## config.mk

```make
export PLATFORM = sky130hd
export DESIGN_NAME = midi_note_parser
export DESIGN_NICKNAME = d
export VERILOG_FILES = /design/src/rtl/midi_note_parser.sv
export SDC_FILE = /design/constraint.sdc
export NUM_CORES = 1
export LEC_CHECK = 0
export CAP_MARGIN = 40
export CORE_UTILIZATION = 49
export DETAILED_ROUTE_END_ITERATION = 12
export GPL_TIMING_DRIVEN = 0
export PLACE_DENSITY = 0.89
export SKIP_LAST_GASP = 1
export SYNTH_ARGS = -nofsm -noshare
export SYNTH_HDL_FRONTEND = slang
export SYNTH_SLANG_ARGS = --single-unit
```

## constraint.sdc

```tcl
create_clock -name CLK -period 2 [get_ports CLK]
set_input_delay 0.4 -clock CLK [delete_from_list [all_inputs] [get_ports CLK]]
set_output_delay 0.4 -clock CLK [all_outputs]
set_load 0.01 [all_outputs]
```

## src/rtl/midi_note_parser.sv

```systemverilog
// midi_note_parser
//   Monophonic MIDI Note On/Off decoder for a single channel. Consumes the
//   byte stream from a UART receiver, tracks running status, skips messages
//   for other channels/types, and presents the last held note to a DDS.
//
// Ports
//   CLK         system clock, rising edge
//   RESET       synchronous, active-low reset
//   BYTE_IN     received MIDI byte
//   BYTE_VALID  one-cycle strobe qualifying BYTE_IN
//   NOTE        {1'b0, key[6:0]} of the current note
//   VELOCITY    velocity of the last accepted Note On
//   GATE        high while the current note is held
//   NOTE_STB    one-cycle pulse when NOTE/VELOCITY/GATE change by a message
module midi_note_parser #(
  parameter int CHANNEL = 0
) (
  input  logic       CLK,
  input  logic       RESET,
  input  logic [7:0] BYTE_IN,
  input  logic       BYTE_VALID,
  output logic [7:0] NOTE,
  output logic [6:0] VELOCITY,
  output logic       GATE,
  output logic       NOTE_STB
);

  localparam logic [3:0] CH_NIB = 4'(CHANNEL);

  typedef enum logic [2:0] {
    IDLE,
    NOTE_D1,
    NOTE_D2,
    SKIP_D1,
    SKIP_D2
  } state_t;

  // Running status reduced to what decides the first data state.
  typedef enum logic [1:0] {
    RS_NONE,
    RS_NOTE,
    RS_SKIP1,
    RS_SKIP2
  } rs_t;

  state_t     state_q, state_d;
  rs_t        rs_q, rs_d;
  logic       rs_on_q, rs_on_d;     // running note status is Note On (0x9n)
  logic [6:0] key_q, key_d;
  logic [6:0] note_q, note_d;
  logic [6:0] vel_q, vel_d;
  logic       gate_q, gate_d;
  logic       stb_q, stb_d;

  logic       is_status;
  logic       is_realtime;
  logic       is_syscom;
  logic [3:0] stat_type;

  assign is_status   = BYTE_IN[7];
  assign is_realtime = (BYTE_IN[7:3] == 5'b11111);
  assign is_syscom   = (BYTE_IN[7:3] == 5'b11110);
  assign stat_type   = BYTE_IN[7:4];

  always_comb begin
    state_d = state_q;
    rs_d    = rs_q;
    rs_on_d = rs_on_q;
    key_d   = key_q;
    note_d  = note_q;
    vel_d   = vel_q;
    gate_d  = gate_q;
    stb_d   = 1'b0;

    if (BYTE_VALID) begin
      if (is_realtime) begin
        // Clock/start/stop etc. are transparent to the message in progress.
        state_d = state_q;
      end else if (is_syscom) begin
        rs_d    = RS_NONE;
        state_d = IDLE;
      end else if (is_status) begin
        // Any status aborts whatever partial message was being collected.
        if ((stat_type == 4'h8 || stat_type == 4'h9) && BYTE_IN[3:0] == CH_NIB) begin
          rs_d    = RS_NOTE;
          rs_on_d = stat_type[0];
          state_d = NOTE_D1;
        end else if (stat_type == 4'hC || stat_type == 4'hD) begin
          rs_d    = RS_SKIP2;
          state_d = SKIP_D2;
        end else begin
          rs_d    = RS_SKIP1;
          state_d = SKIP_D1;
        end
      end else begin
        case (state_q)
          IDLE: state_d = IDLE;
          NOTE_D1: begin
            key_d   = BYTE_IN[6:0];
            state_d = NOTE_D2;
          end
          NOTE_D2: begin
            if (rs_on_q && BYTE_IN[6:0] != 7'd0) begin
              note_d = key_q;
              vel_d  = BYTE_IN[6:0];
              gate_d = 1'b1;
              stb_d  = 1'b1;
            end else if (gate_q && key_q == note_q) begin
              // Only releasing the sounding key closes the gate.
              gate_d = 1'b0;
              stb_d  = 1'b1;
            end
            state_d = NOTE_D1;
          end
          SKIP_D1: state_d = SKIP_D2;
          SKIP_D2: begin
            case (rs_q)
              RS_NOTE:  state_d = NOTE_D1;
              RS_SKIP1: state_d = SKIP_D1;
              RS_SKIP2: state_d = SKIP_D2;
              default:  state_d = IDLE;
            endcase
          end
          default: state_d = IDLE;
        endcase
      end
    end
  end

  always_ff @(posedge CLK) begin
    if (!RESET) begin
      state_q <= IDLE;
      rs_q    <= RS_NONE;
      rs_on_q <= 1'b0;
      note_q  <= 7'h45;
      vel_q   <= 7'd0;
      gate_q  <= 1'b0;
      stb_q   <= 1'b0;
    end else begin
      state_q <= state_d;
      rs_q    <= rs_d;
      rs_on_q <= rs_on_d;
      note_q  <= note_d;
      vel_q   <= vel_d;
      gate_q  <= gate_d;
      stb_q   <= stb_d;
    end
  end

  // Key is pure data; it is always written before being used.
  always_ff @(posedge CLK) begin
    key_q <= key_d;
  end

  assign NOTE     = {1'b0, note_q};
  assign VELOCITY = vel_q;
  assign GATE     = gate_q;
  assign NOTE_STB = stb_q;

endmodule

```

[After elaboration in Yosys (flattened, before gate mapping)]
Cells that the tools add are included.
Cells by class
  bitwise operators: 6
  equal/unequal tests: 14
  reductions and logical operators: 16
  mux-type cells: 14
Operator list (number)
  $eq A4 B4 Y1 const B: 4
  $mux W3: 4
  $pmux W3 S4: 1
  $reduce_and A6 Y1: 2
  $eq A5 B5 Y1 const B: 2
  $reduce_and A5 Y1: 2
  $pmux W3 S3: 1
  $eq A7 B7 Y1: 1
  $reduce_bool A7 Y1: 1
  $eq A3 B2 Y1 const B: 2
  $mux W2: 3
  $not A1 Y1: 6
  $reduce_or A6 Y1: 1
  $mux W1: 5
  $eq A2 B2 Y1 const B: 2
  $logic_not A4 Y1: 1
  $reduce_bool A2 Y1: 2
  $eq A3 B1 Y1 const B: 1
  $eq A3 B3 Y1 const B: 1
  $logic_and A1 B1 Y1: 3
  $reduce_and A3 Y1: 1
  $eq A2 B1 Y1 const B: 1
  $logic_or A1 B1 Y1: 2
  $reduce_and A2 Y1: 1
Word-level totals
  register bits: 29
  output and inout port bits: 17
  logic and storage cells: 58

[Longest topological paths before layout]
Gate-level depths: netlist (run 1).
  word-level depth: 6
  depth in mapped cells: 6

[Worst setup path after synthesis (run 1)]
OpenSTA, ideal clock, no wires.
  kind: input to register
  start point: input BYTE_IN[6]
  end point: register stb_q (netlist: NOTE_STB)
  setup slack: 0.169 ns
  setup time: 0.116 ns
  path buffers: 0
  stages: 4
  arrival time: 1.715 ns
  path through: or4_4 > or4_4 > and2_0 > o211a_1
Between the ends
  word-level cells in the longest chain between the ends: 3
Ends and longest elaborated chain
  start, declared: RTL line 20  | input logic [7:0] BYTE_IN,
  parallel branches: the longest is 3 deep, another holds $reduce_or A6 Y1
  end signal, assigned: RTL line 146  | stb_q <= stb_d;
  end, declared: RTL line 53  | logic stb_q, stb_d;
Several ways; the timed one is not identified.
A chain may end at the register's enable or synchronous reset.

[Final worst setup path (run 1)]
  start point: input BYTE_IN[2]
  end point: register stb_q (netlist: NOTE_STB)
Between the ends
  word-level cells in the longest chain between the ends: 3
Ends and longest elaborated chain
  $reduce_bool A7 Y1: RTL line 103  | if (rs_on_q && BYTE_IN[6:0] != 7'd0) begin
  $logic_and A1 B1 Y1: RTL line 103
  $mux W1: RTL line 103
Every way passes these cells.

==> PnR_summary.wiki, run 1 <==
{| class="wikitable"
! Metric !! Value
|-
| Ranking of synthesized cells by area || sky130_fd_sc_hd__dfxtp_1 33%, sky130_fd_sc_hd__edfxtp_1 16%, sky130_fd_sc_hd__nand3_1 6.4%
|-
| Synthesis-stage register bit count || 29
|-
| End point of the worst hold path || key_q[1]$_DFFE_PP_
|-
| Count of final hold-check violations || 0
|-
| Total clock buffers created by CTS || 5
|-
| CTS tree || done
|-
| Clock net sink count || 29
|-
| Critical register-to-register path endpoint || VELOCITY[0]$_SDFFE_PN0P_
|-
| Power Total || 1.03 mW
|-
| Post-route DRC violation count || 0
|-
| Main combinational cell family by area after synthesis || simple AND/OR/NAND/NOR gates
|-
| Path type of the worst min-delay path || input pin to register
|-
| Type of the setup path with the least slack || input pin to register
|-
| Most frequent cell after synthesis || sky130_fd_sc_hd__dfxtp_1
|-
| Period minus WS final || 1920 ps
|-
| Synthesis-to-layout area growth || 28.2%
|-
| Leakage dissipation || 0.594 nW
|-
| Die width || 54.2 microns
|-
| P_sw || 0.249 mW
|-
| Post-Synthesis Cell Area || 1330 sq um
|-
| Top-level I/O count || 28
|-
| Net count after synthesis || 158
|-
| Share of total power in sequential cells || 0.600
|-
| Top cell type's share of synthesized area || 0.331
|-
| Standard-cell rows || 18
|-
| Maximum number of pins on one net before global-route repair || 11
|-
| Hold Path Cell Cnt || 1
|-
| Number of endpoints failing setup at the final stage || 0
|-
| Placer's final routability congestion estimate || 0.813
|-
| Setup slack at placement || -626 ps
|-
| Arithmetic-cell share of the synthesized area counting full adders, half adders and majority gates || 0.0188
|-
| Result of the run || completed
|-
| Number of H-tree levels || 2
|-
| Proportion of total power due to net switching || 0.243
|-
| Number of non-filler instances in the completed layout || 209
|-
| Antenna diode count || 0
|-
| Share of cell area taken by muxes after synthesis || 0
|-
| Share of total power in combinational logic || 0.079
|-
| Clock skew || 9.85 ps
|-
| RSZ-0062 raised after global routing || false
|-
| Flop-to-flop setup slack || 410 ps
|-
| Crit path launch type || input pin
|-
| Fraction of the mapped netlist area in simple logic gates || 0.218
|-
| Chip height || 54.2 microns
|-
| Hold_sp || BYTE_IN[1]
|-
| Maximum fanout along the worst path || 3
|-
| Required time of the worst setup path || 2210 ps
|-
| R2R depth || 5
|-
| Gate count of the mapped netlist || 145
|-
| Setup TNS || 0 ps
|-
| Global-route wire length before repair || 5070 microns
|-
| Number of slew-limit violations in the final report || 0
|-
| Total routed wirelength || 3160 microns
|-
| Total number of nets in the final design || 191
|-
| Post-synthesis xor/xnor area fraction || 0.0460
|-
| Reg clk slew, reported paths || 90 ps
|-
| Antenna violations before repair || 0
|-
| Clock tree root buffer cell || sky130_fd_sc_hd__clkbuf_4
|-
| Critical path endpoint category || register
|-
| Via density per instance || 5.91
|-
| Synth top cells by count || 22 x sky130_fd_sc_hd__dfxtp_1, 17 x sky130_fd_sc_hd__nand3_1, 17 x sky130_fd_sc_hd__o21ai_0
|-
| Overflow after GRT || 0
|-
| Placed standard-cell area || 1630 sq um
|-
| Clock power frac || 0.321
|-
| First-pass detailed-route iteration total || 5
|-
| Number of distinct library cells after synthesis || 37
|-
| Via count of the first global-routing pass || 1093
|-
| Maximum Capacitance Violations || 0
|-
| Number of enable flip-flop cells after synthesis || 7
|-
| Reg2reg start || state_q[1]$_SDFFE_PN0P_
|-
| Post-route cell area || 1710 sq um
|-
| Fraction of layout instances using a drive strength above 1 || 0.0950
|-
| Share of synthesized flip-flops with an asynchronous set or reset || 0
|-
| Antenna violation net count after detailed routing || 0
|-
| Placed wire-length estimate || 2240 microns
|-
| Total of hold buffers inserted after clock tree synthesis || 0
|-
| Post-synthesis sequential area ratio || 0.488
|-
| Ys Warns || 0
|-
| Cell Count Post-Placement || 201
|-
| Global routing usage summed across all routing layers || 0.249
|-
| Via count || 1236
|-
| Routed len/inst || 15.1 microns
|-
| Total power density per cell area || 600 nW/um^2
|-
| Internal Dissipation || 0.776 mW
|-
| Largest area contributor in the synthesized netlist || sky130_fd_sc_hd__dfxtp_1
|-
| Per-instance average area after synthesis || 9.19 sq um
|-
| Worst voltage drop across the vdd grid || 547 uV
|-
| Starting Density || 0.528
|-
| Number of violations reported at the end of detailed-routing iteration 0 || 40
|-
| Final cycle utilization of the critical path || 0.960
|-
| Share of the synthesized area in compound gates (AO/OA/AOI/OAI) || 0.188
|-
| Main flop type after synthesis || sky130_fd_sc_hd__dfxtp_1
|-
| Quantity of I/O buffers inserted on ports || 26
|-
| Deepest clock path buffer count || 2
|-
| Post-layout worst setup margin || 79.1 ps
|-
| Area of the core || 2520 sq um
|-
| Timing-limited maximum frequency || 521 MHz
|-
| Die area || 2930 sq um
|-
| Clock latency on the worst-skew pair || 320 ps
|-
| Worst Path Arrival || 2130 ps
|}
-- repair_timing --
action                                  in CTS  in global routing
endpoints found under the setup margin      16                 12
hold endpoints to repair                     0                  0
cloned                                       0                  0
setup buffers                                1                  0
resized for setup                            6                  7
pin swaps                                    1                  2
-- per-stage QoR --
stage	hold slack [ps]	utilization
after floorplan	449	-
after global placement	463	0.646
after detailed placement	470	0.646
after CTS	444	0.674
after global routing	332	0.677
final	351	0.677
-- worst max-delay path: stages --
cell,delay [ps]
sky130_fd_sc_hd__dlygate4sd2_1,260
sky130_fd_sc_hd__or4_4,520
sky130_fd_sc_hd__or4_4,580
sky130_fd_sc_hd__and2_0,180
sky130_fd_sc_hd__o211a_1,200
-- registers in the layout (all words and copies together) (netlist names) --
signal / count
rs_on_q: 1
note_q: 7
VELOCITY: 7
state_q: 3
NOTE_STB: 1
key_q: 7
rs_q: 2
GATE: 1
-- final cells by class --
class                      instances  area [sq um]
tap                               30          37.5
multi-input combinational        104           644
sequential                        29           651
clock buffer                       6          41.3
fill                             212           815
timing repair buffer              27           267
buffer                             7          42.5
clock inverter                     2          10.0
inverter                           4          15.0
-- cell usage in the layout, fill, tap and decap left out, drive strengths merged, types with 4 or more instances in the layout --
cell | Yosys | final
edfxtp | 7 | 7
nor3b | 4 | 4
o21ai | 17 | 17
xnor2 | 7 | 7
nand2 | 11 | 11
nand3 | 17 | 17
dfxtp | 22 | 22
a21oi | 16 | 16
buf | 3 | 4
clkdlybuf4s50 | 0 | 22
clkbuf | 5 | 11
-- power by group through the flow --
stage,Combinational (mW),Clock (mW),Sequential (mW)
floorplan,0.0380,0,0.627
global placement,0.0768,0,0.628
detailed placement,0.0790,0,0.629
CTS,0.0796,0.336,0.616
global route,0.0897,0.367,0.617
finish,0.0809,0.329,0.616
-- how the worst max path moves through the flow --
stage | start | endpoint | slack (ps) | cells after the start
after floorplan | BYTE_IN[6] | NOTE_STB$_SDFF_PP0_ | 170 | 4
final | BYTE_IN[2] | NOTE_STB$_SDFF_PP0_ | 80 | 5
after global placement | BYTE_IN[6] | VELOCITY[5]$_SDFFE_PN0P_ | -550 | 6
after CTS | BYTE_IN[1] | NOTE_STB$_SDFF_PP0_ | 10 | 5
after global routing | BYTE_IN[7] | VELOCITY[3]$_SDFFE_PN0P_ | 40 | 6
after detailed placement | BYTE_IN[6] | note_q[4]$_SDFFE_PN0P_ | -630 | 6
-- routing by layer --
metal	global-route usage	part of all wire	vias to the layer above
met4	0.0769	0.0085	0
li1	-	-	603
met1	0.322	0.43	579
met2	0.392	0.50	48
met5	0	0	-
met3	0.0763	0.057	6
-- cells by family after synthesis --
| group | Yosys count |
|---|---|
| AO/OA/AOI/OAI | 43 |
| XOR/XNOR | 7 |
| adder cells (fa/ha/maj) | 2 |
| buffers and inverters | 12 |
| flip-flops | 29 |
| other | 1 |
| AND/OR/NAND/NOR | 51 |
Note: power is estimated with default switching activity, not from simulation.
==> inputs of run 2 (changes only) <==
- ABC_AREA: default -> 1
- CORE_UTILIZATION: 49 -> 50
==> run 2 against run 1 <==
Compared with the run above:
- sequential share of layout area shrank 3.1 points
- die area is 8.7% higher
- via count increased by 8.2%
==> PnR_summary.wiki, run 2 <==
{| class="wikitable"
! Metric !! Value
|-
| Quantity of I/O buffers inserted on ports || 26 (unchanged)
|-
| Ranking of synthesized cells by area || sky130_fd_sc_hd__dfxtp_1 30%, sky130_fd_sc_hd__edfxtp_1 14%, sky130_fd_sc_hd__nand2_1 12% (was sky130_fd_sc_hd__dfxtp_1 33%, sky130_fd_sc_hd__edfxtp_1 16%, sky130_fd_sc_hd__nand3_1 6.4%)
|-
| Maximum fanout along the worst path || 5 (was 3)
|-
| Total routed wirelength || 2980 microns (was 3160 microns)
|-
| Cell family with the largest share of critical-path delay || buffers and inverters (was simple AND/OR/NAND/NOR gates)
|-
| Total of hold buffers inserted after clock tree synthesis || 0 (unchanged)
|-
| Setup TNS || 0 ps (unchanged)
|-
| Most frequent cell after synthesis || sky130_fd_sc_hd__nand2_1 (was sky130_fd_sc_hd__dfxtp_1)
|-
| Met2 Usage GRT || 0.345 (was 0.392)
|-
| Chip height || 56.5 microns (was 54.2 microns)
|-
| Global routing usage summed across all routing layers || 0.212 (was 0.249)
|-
| Leakage dissipation || 0.825 nW (was 0.594 nW)
|-
| Gate count of the mapped netlist || 197 (was 145)
|-
| Die area || 3190 sq um (was 2930 sq um)
|-
| Number of endpoints failing setup at the final stage || 0 (unchanged)
|-
| Result of the run || completed (unchanged)
|-
| Synthesis-stage register bit count || 29 (unchanged)
|-
| Number of H-tree levels || 2 (unchanged)
|-
| Count of final hold-check violations || 0 (unchanged)
|-
| Worst Path Arrival || 1310 ps (was 2130 ps)
|-
| Overflow after GRT || 0 (unchanged)
|-
| Synth top cells by count || 48 x sky130_fd_sc_hd__nand2_1, 35 x sky130_fd_sc_hd__nor2_1, 28 x sky130_fd_sc_hd__inv_1 (was 22 x sky130_fd_sc_hd__dfxtp_1, 17 x sky130_fd_sc_hd__nand3_1, 17 x sky130_fd_sc_hd__o21ai_0)
|-
| Area of the core || 2780 sq um (was 2520 sq um)
|-
| Leading cell type in the layout, fill and taps excluded || sky130_fd_sc_hd__nand2_1
|-
| Number of violations reported at the end of detailed-routing iteration 0 || 38 (was 40)
|-
| Total number of nets in the final design || 243 (was 191)
|-
| Leading cell types in the layout, fill and taps excluded || 48 x sky130_fd_sc_hd__nand2_1, 35 x sky130_fd_sc_hd__nor2_1, 28 x sky130_fd_sc_hd__inv_1, 26 x sky130_fd_sc_hd__clkdlybuf4s50_1, 22 x sky130_fd_sc_hd__dfxtp_1 (was 22 x sky130_fd_sc_hd__dfxtp_1, 22 x sky130_fd_sc_hd__clkdlybuf4s50_1, 17 x sky130_fd_sc_hd__nand3_1, 17 x sky130_fd_sc_hd__o21ai_0, 16 x sky130_fd_sc_hd__a21oi_1)
|-
| Post-route DRC violation count || 0 (unchanged)
|-
| Worst voltage drop across the vdd grid || 609 uV (was 547 uV)
|-
| Period minus WS final || 1710 ps (was 1920 ps)
|-
| Number of gates resized after CTS || 0 (was 6)
|-
| Total power density per cell area || 635 nW/um^2 (was 600 nW/um^2)
|-
| Antenna violation net count after detailed routing || 0 (unchanged)
|-
| Post-Synthesis Cell Area || 1480 sq um (was 1330 sq um)
|-
| Clock net sink count || 29 (unchanged)
|-
| Maximum number of pins on one net before global-route repair || 11 (unchanged)
|-
| Maximum Capacitance Violations || 0 (unchanged)
|-
| Clock skew || 10.1 ps (was 9.85 ps)
|-
| CP cell instances || clkdlybuf4s50_1 (was dlygate4sd2_1 > or4_4 > or4_4 > and2_0 > o211a_1)
|-
| CTS tree || done (unchanged)
|-
| Antenna diode count || 0 (unchanged)
|-
| Deepest clock path buffer count || 2 (unchanged)
|-
| Main flop type after synthesis || sky130_fd_sc_hd__dfxtp_1 (unchanged)
|-
| Clock latency on the worst-skew pair || 330 ps (was 320 ps)
|-
| Timing-limited maximum frequency || 585 MHz (was 521 MHz)
|-
| Number of enable flip-flop cells after synthesis || 7 (unchanged)
|-
| Routed len/inst || 11.4 microns (was 15.1 microns)
|-
| Maximum single-stage delay on the critical path || 560 ps (was 580 ps)
|-
| RSZ-0062 raised after global routing || false (unchanged)
|-
| Type of the setup path with the least slack || register to output pin (was input pin to register)
|-
| Critical path endpoint category || output pin (was register)
|-
| Synthesis-to-layout area growth || 25.5% (was 28.2%)
|-
| Total clock buffers created by CTS || 5 (unchanged)
|-
| Final cycle utilization of the critical path || 0.854 (was 0.960)
|-
| Met3 GRT Util || 0.0530 (was 0.0763)
|-
| Global-route wire length before repair || 5170 microns (was 5070 microns)
|-
| Buffers inserted during post-CTS setup optimization || 0 (was 1)
|-
| Slew margin rel. || 0.656
|-
| Top cell type's share of synthesized area || 0.297 (was 0.331)
|-
| Die width || 56.5 microns (was 54.2 microns)
|-
| Met1 track demand over resource in global routing || 0.258 (was 0.322)
|-
| Number of non-filler instances in the completed layout || 262 (was 209)
|-
| Post-route cell area || 1860 sq um (was 1710 sq um)
|-
| Via count of the first global-routing pass || 1209 (was 1093)
|-
| Share of synthesized flip-flops with an asynchronous set or reset || 0 (unchanged)
|-
| Number of distinct library cells after synthesis || 26 (was 37)
|-
| Largest area contributor in the synthesized netlist || sky130_fd_sc_hd__dfxtp_1 (unchanged)
|-
| Net count after synthesis || 210 (was 158)
|-
| Required time of the worst setup path || 1600 ps (was 2210 ps)
|-
| Reg clk slew, reported paths || 100 ps (was 90 ps)
|-
| Cell type of the slowest stage on the worst timing path || sky130_fd_sc_hd__clkdlybuf4s50_1 (was sky130_fd_sc_hd__or4_4)
|-
| Post-layout utilization of the core || 0.669 (was 0.677)
|-
| Top-level I/O count || 28 (unchanged)
|-
| Number of slew-limit violations in the final report || 0 (unchanged)
|-
| Via count || 1337 (was 1236)
|-
| Placed standard-cell area || 1780 sq um (was 1630 sq um)
|-
| GRT Max-Usage Layer || met2 (unchanged)
|-
| Per-instance average area after synthesis || 7.53 sq um (was 9.19 sq um)
|-
| Via density per instance || 5.10 (was 5.91)
|-
| Crit path launch type || register (was input pin)
|-
| Cell Count Post-Placement || 254 (was 201)
|-
| Slew at the pin closest to its max-slew limit || 514 ps
|-
| First-pass detailed-route iteration total || 4 (was 5)
|-
| Ys Warns || 0 (unchanged)
|-
| Antenna violations before repair || 0 (unchanged)
|-
| Standard-cell rows || 19 (was 18)
|-
| Clock tree root buffer cell || sky130_fd_sc_hd__clkbuf_4 (unchanged)
|-
| Placer's final routability congestion estimate || 0.860 (was 0.813)
|-
| Path type of the worst min-delay path || register to register (was input pin to register)
|-
| Worst path buffer plus inverter count || 1 (unchanged)
|-
| Placed wire-length estimate || 2260 microns (was 2240 microns)
|-
| Post-synthesis sequential area ratio || 0.439 (was 0.488)
|-
| Fraction of layout instances using a drive strength above 1 || 0.121 (was 0.0950)
|-
| Starting Density || 0.533 (was 0.528)
|}
## run 2: layout make-up
cell class	count	area (sq um)
clock inverter	3	41.3
timing repair buffer	26	260
tap	31	38.8
multi-input combinational	135	696
inverter	30	113
sequential	29	651
buffer	3	23.8
fill	237	921
clock buffer	5	37.5
## run 2: logic make-up (layout without fill, tap and decap cells)
group / Yosys count / after routing / synth area share
fa+ha+maj: 2 / 2 / 0.0169
compound gates: 28 / 28 / 0.127
flops: 29 / 29 / 0.439
other cells: 1 / 1 / 0.00253
simple gates: 104 / 104 / 0.323
buf+inv: 33 / 67 / 0.0920
## run 2: report_power, final
| group | total (mW) | switching [mW] | internal, mW |
|---|---|---|---|
| Clock | 0.470 | 0.211 | 0.259 |
| Sequential | 0.613 | 0.00628 | 0.607 |
| Combinational | 0.0983 | 0.0591 | 0.0391 |
## run 2: routing by layer
layer  part of all wire  vias up
li1                   -      683
met4              0.028        0
met1               0.45      606
met5                  0        -
met2               0.48       39
met3              0.045        9
## run 2: path summary, 6_finish.rpt
| check | from | depth (start not counted) | to | slack [ps] |
|---|---|---|---|---|
| worst max register to register | state_q[2]$_SDFFE_PN0P_ | 7 | note_q[6]$_SDFFE_PN1P_ | 610 |
| worst min-delay path | VELOCITY[4]$_SDFFE_PN0P_ | 2 | VELOCITY[4]$_SDFFE_PN0P_ | 490 |
| worst min register to register | VELOCITY[4]$_SDFFE_PN0P_ | 2 | VELOCITY[4]$_SDFFE_PN0P_ | 490 |
| worst max-delay path | note_q[5]$_SDFFE_PN0P_ | 1 | NOTE[5] | 290 |
## run 2: per-stage QoR
| stage | setup slack, ps | hold slack (ps) | total power, mW |
|---|---|---|---|
| final | 292 | 489 | 1.18 |
| after global routing | 232 | 508 | 1.23 |
| after CTS | 282 | 494 | 1.19 |
| after detailed placement | 11.5 | 475 | 0.724 |
| after global placement | 58.5 | 464 | 0.720 |
| after floorplan | 719 | 457 | 0.679 |
==> inputs of run 3 (changes only) <==
- CORE_MARGIN: default -> 4
==> run 3 against run 2 <==
Compared with the run above:
- clock skew about the same
- count of clock-buffer cells in the layout unchanged
- core utilization shrank 0.57 points
- final cell count stayed put
- register-to-register slack gained 40 ps
- combinational power down 1%
- flip-flop and latch count is the same
- fmax rose by 1.5%
- setup slack better by 25 ps
- largest cell class unchanged
- largest power group unchanged
- hold slack lost 7.7 ps
- via count shrank 3.6%
- total power about the same
==> PnR_summary.wiki, run 3 (same netlist as run 2, synthesis figures left out) <==
{| class="wikitable"
! Metric !! Value
|-
| Result of the run || completed (unchanged)
|-
| Clock tree root buffer cell || sky130_fd_sc_hd__clkbuf_4 (unchanged)
|-
| Clock latency on the worst-skew pair || 330 ps (about the same)
|-
| Total of hold buffers inserted after clock tree synthesis || 0 (unchanged)
|-
| Total routed wirelength || 2970 microns (was 2980 microns)
|-
| Total clock buffers created by CTS || 5 (unchanged)
|-
| Clock power frac || 0.399 (was 0.398)
|-
| End point of the worst hold path || VELOCITY[4]$_SDFFE_PN0P_ (unchanged)
|-
| Number of slew-limit violations in the final report || 0 (unchanged)
|-
| Flop-to-flop setup slack || 650 ps (was 610 ps)
|-
| Chip height || 62.5 microns (was 56.5 microns)
|-
| Die area || 3900 sq um (was 3190 sq um)
|-
| Antenna diode count || 0 (unchanged)
|-
| Number of non-filler instances in the completed layout || 262 (unchanged)
|-
| Hold_sp || VELOCITY[4]$_SDFFE_PN0P_ (unchanged)
|-
| CP cell instances || clkdlybuf4s50_1 (unchanged)
|-
| Global routing usage summed across all routing layers || 0.170 (was 0.212)
|-
| Critical path endpoint category || output pin (unchanged)
|-
| P_sw || 0.277 mW (about the same)
|-
| Deepest clock path buffer count || 2 (unchanged)
|-
| Final cycle utilization of the critical path || 0.842 (was 0.854)
|-
| Via count of the first global-routing pass || 1188 (was 1209)
|-
| Worst voltage drop across the vdd grid || 415 uV (was 609 uV)
|-
| Standard-cell rows || 19 (unchanged)
|-
| Sequential cell area in the final layout || 651 sq um (unchanged)
|-
| Buffers inserted during post-CTS setup optimization || 0 (unchanged)
|-
| Leading cell type in the layout, fill and taps excluded || sky130_fd_sc_hd__nand2_1 (unchanged)
|-
| Via count || 1289 (was 1337)
|-
| Cell Count Post-Placement || 254 (unchanged)
|-
| Leading cell types in the layout, fill and taps excluded || 48 x sky130_fd_sc_hd__nand2_1, 35 x sky130_fd_sc_hd__nor2_1, 28 x sky130_fd_sc_hd__inv_1, 26 x sky130_fd_sc_hd__clkdlybuf4s50_1, 22 x sky130_fd_sc_hd__dfxtp_1 (unchanged)
|-
| Post-route DRC violation count || 0 (unchanged)
|-
| Required time of the worst setup path || 1600 ps (about the same)
|-
| Placed wire-length estimate || 2290 microns (was 2260 microns)
|-
| Multi-input gate area in the final layout || 696 sq um (unchanged)
|-
| Worst Path Arrival || 1280 ps (was 1310 ps)
|-
| Total power density per cell area || 635 nW/um^2 (about the same)
|-
| Path type of the worst min-delay path || register to register (unchanged)
|-
| Top-level I/O count || 28 (unchanged)
|-
| Number of H-tree levels || 2 (unchanged)
|-
| Count of final hold-check violations || 0 (unchanged)
|-
| Antenna violations before repair || 0 (unchanged)
|-
| Fraction of layout instances using a drive strength above 1 || 0.121 (unchanged)
|-
| Overflow after GRT || 0 (unchanged)
|-
| Quantity of I/O buffers inserted on ports || 26 (unchanged)
|-
| First-pass detailed-route iteration total || 4 (unchanged)
|-
| Total number of nets in the final design || 243 (unchanged)
|-
| Slew margin rel. || 0.622 (was 0.656)
|-
| Placer's final routability congestion estimate || 0.875 (was 0.860)
|-
| Global-route wire length before repair || 5200 microns (was 5170 microns)
|-
| Number of violations reported at the end of detailed-routing iteration 0 || 82 (was 38)
|-
| Starting Density || 0.529 (was 0.533)
|-
| Proportion of total power due to net switching || 0.234 (about the same)
|-
| Number of endpoints failing setup at the final stage || 0 (unchanged)
|-
| Final worst hold slack || 481 ps (was 489 ps)
|-
| Area of the core || 2810 sq um (was 2780 sq um)
|-
| Maximum Capacitance Violations || 0 (unchanged)
|-
| Clock skew || 10.5 ps (was 10.1 ps)
|-
| Maximum fanout along the worst path || 5 (unchanged)
|-
| Antenna violation net count after detailed routing || 0 (unchanged)
|-
| Clock net sink count || 29 (unchanged)
|-
| Internal Dissipation || 0.905 mW (about the same)
|-
| RSZ-0062 raised after global routing || false (unchanged)
|-
| Die width || 62.5 microns (was 56.5 microns)
|-
| Maximum single-stage delay on the critical path || 560 ps (about the same)
|-
| R2R depth || 3 (was 7)
|-
| Leakage dissipation || 0.825 nW (unchanged)
|-
| Share of total power in sequential cells || 0.518 (was 0.519)
|-
| Critical register-to-register path endpoint || key_q[6]$_DFFE_PP_ (was note_q[6]$_SDFFE_PN1P_)
|-
| Maximum number of pins on one net before global-route repair || 11 (unchanged)
|-
| Share of total power in combinational logic || 0.082 (was 0.083)
|-
| Period minus WS final || 1680 ps (was 1710 ps)
|-
| Reg clk slew, reported paths || 100 ps (about the same)
|-
| Count of fill cells added during filler insertion || 232 (was 237)
|-
| Post-layout utilization of the core || 0.663 (was 0.669)
|-
| Cell type of the slowest stage on the worst timing path || sky130_fd_sc_hd__clkdlybuf4s50_1 (unchanged)
|-
| Post-route cell area || 1860 sq um (unchanged)
|-
| Via density per instance || 4.92 (was 5.10)
|-
| Crit path launch type || register (unchanged)
|-
| Synthesis-to-layout area growth || 25.5% (unchanged)
|-
| Routed len/inst || 11.3 microns (was 11.4 microns)
|-
| Placed standard-cell area || 1780 sq um (unchanged)
|-
| Cell family with the largest share of critical-path delay || buffers and inverters (unchanged)
|-
| CTS tree || done (unchanged)
|-
| Hold Path Cell Cnt || 2 (unchanged)
|-
| Number of gates resized after CTS || 0 (unchanged)
|-
| Worst path buffer plus inverter count || 1 (unchanged)
|-
| Type of the setup path with the least slack || register to output pin (unchanged)
|-
| Reg2reg start || state_q[2]$_SDFFE_PN0P_ (unchanged)
|-
| Timing-limited maximum frequency || 594 MHz (was 585 MHz)
|-
| Slew at the pin closest to its max-slew limit || 565 ps (was 514 ps)
|}
## run 3: cell counts in the layout (fill, tap and decap cells not counted)
No cell type changed its count.
## run 3: worst max-delay path by stage
stage,startpoint,to,depth (start not counted)
2_1_floorplan,BYTE_IN[7],note_q[5]$_SDFFE_PN0P_,7
3_3_place_gp,BYTE_IN[6],VELOCITY[5]$_SDFFE_PN0P_,7
3_5_place_dp,BYTE_IN[6],note_q[5]$_SDFFE_PN0P_,7
4_1_cts,note_q[3]$_SDFFE_PN0P_,NOTE[3],1
5_1_grt,note_q[5]$_SDFFE_PN0P_,NOTE[5],1
6_report,note_q[5]$_SDFFE_PN0P_,NOTE[5],1
## run 3: layout make-up
type	count	share of cell area
Clock buffer	5	0.0202
Buffer	3	0.0128
Clock inverter	3	0.0222
Inverter	30	0.0605
Timing Repair Buffer	26	0.140
Sequential cell	29	0.350
Tap cell	31	0.0208
Multi-Input combinational cell	135	0.374
## run 3: worst min-delay path: stages, from the launching register on
cell,delay (ps)
sky130_fd_sc_hd__dfxtp_1,340
sky130_fd_sc_hd__nand2_4,70
sky130_fd_sc_hd__a21oi_2,40
## run 3: routing by layer
layer | vias up | part of all wire | global-route usage
met5 | - | 0 | 0
met4 | 0 | 0.0051 | 0.0661
met3 | 3 | 0.058 | 0.0612
met2 | 37 | 0.48 | 0.274
li1 | 682 | - | -
met1 | 567 | 0.45 | 0.208
## run 3: through the flow
stage	setup WS, ps	power [mW]	TNS (ps)
4_1_cts	295	1.19	0
3_5_place_dp	-31.7	0.723	-65.9
5_1_grt	210	1.25	0
3_3_place_gp	15.3	0.721	0
2_1_floorplan	719	0.679	0
6_report	317	1.18	0
## run 3: power by group through the flow
stage	Clock [mW]	Combinational, mW	Sequential, mW
floorplan	0	0.0541	0.625
global placement	0	0.0949	0.626
detailed placement	0	0.0964	0.626
CTS	0.481	0.0967	0.613
global route	0.528	0.109	0.614
finish	0.472	0.0971	0.613
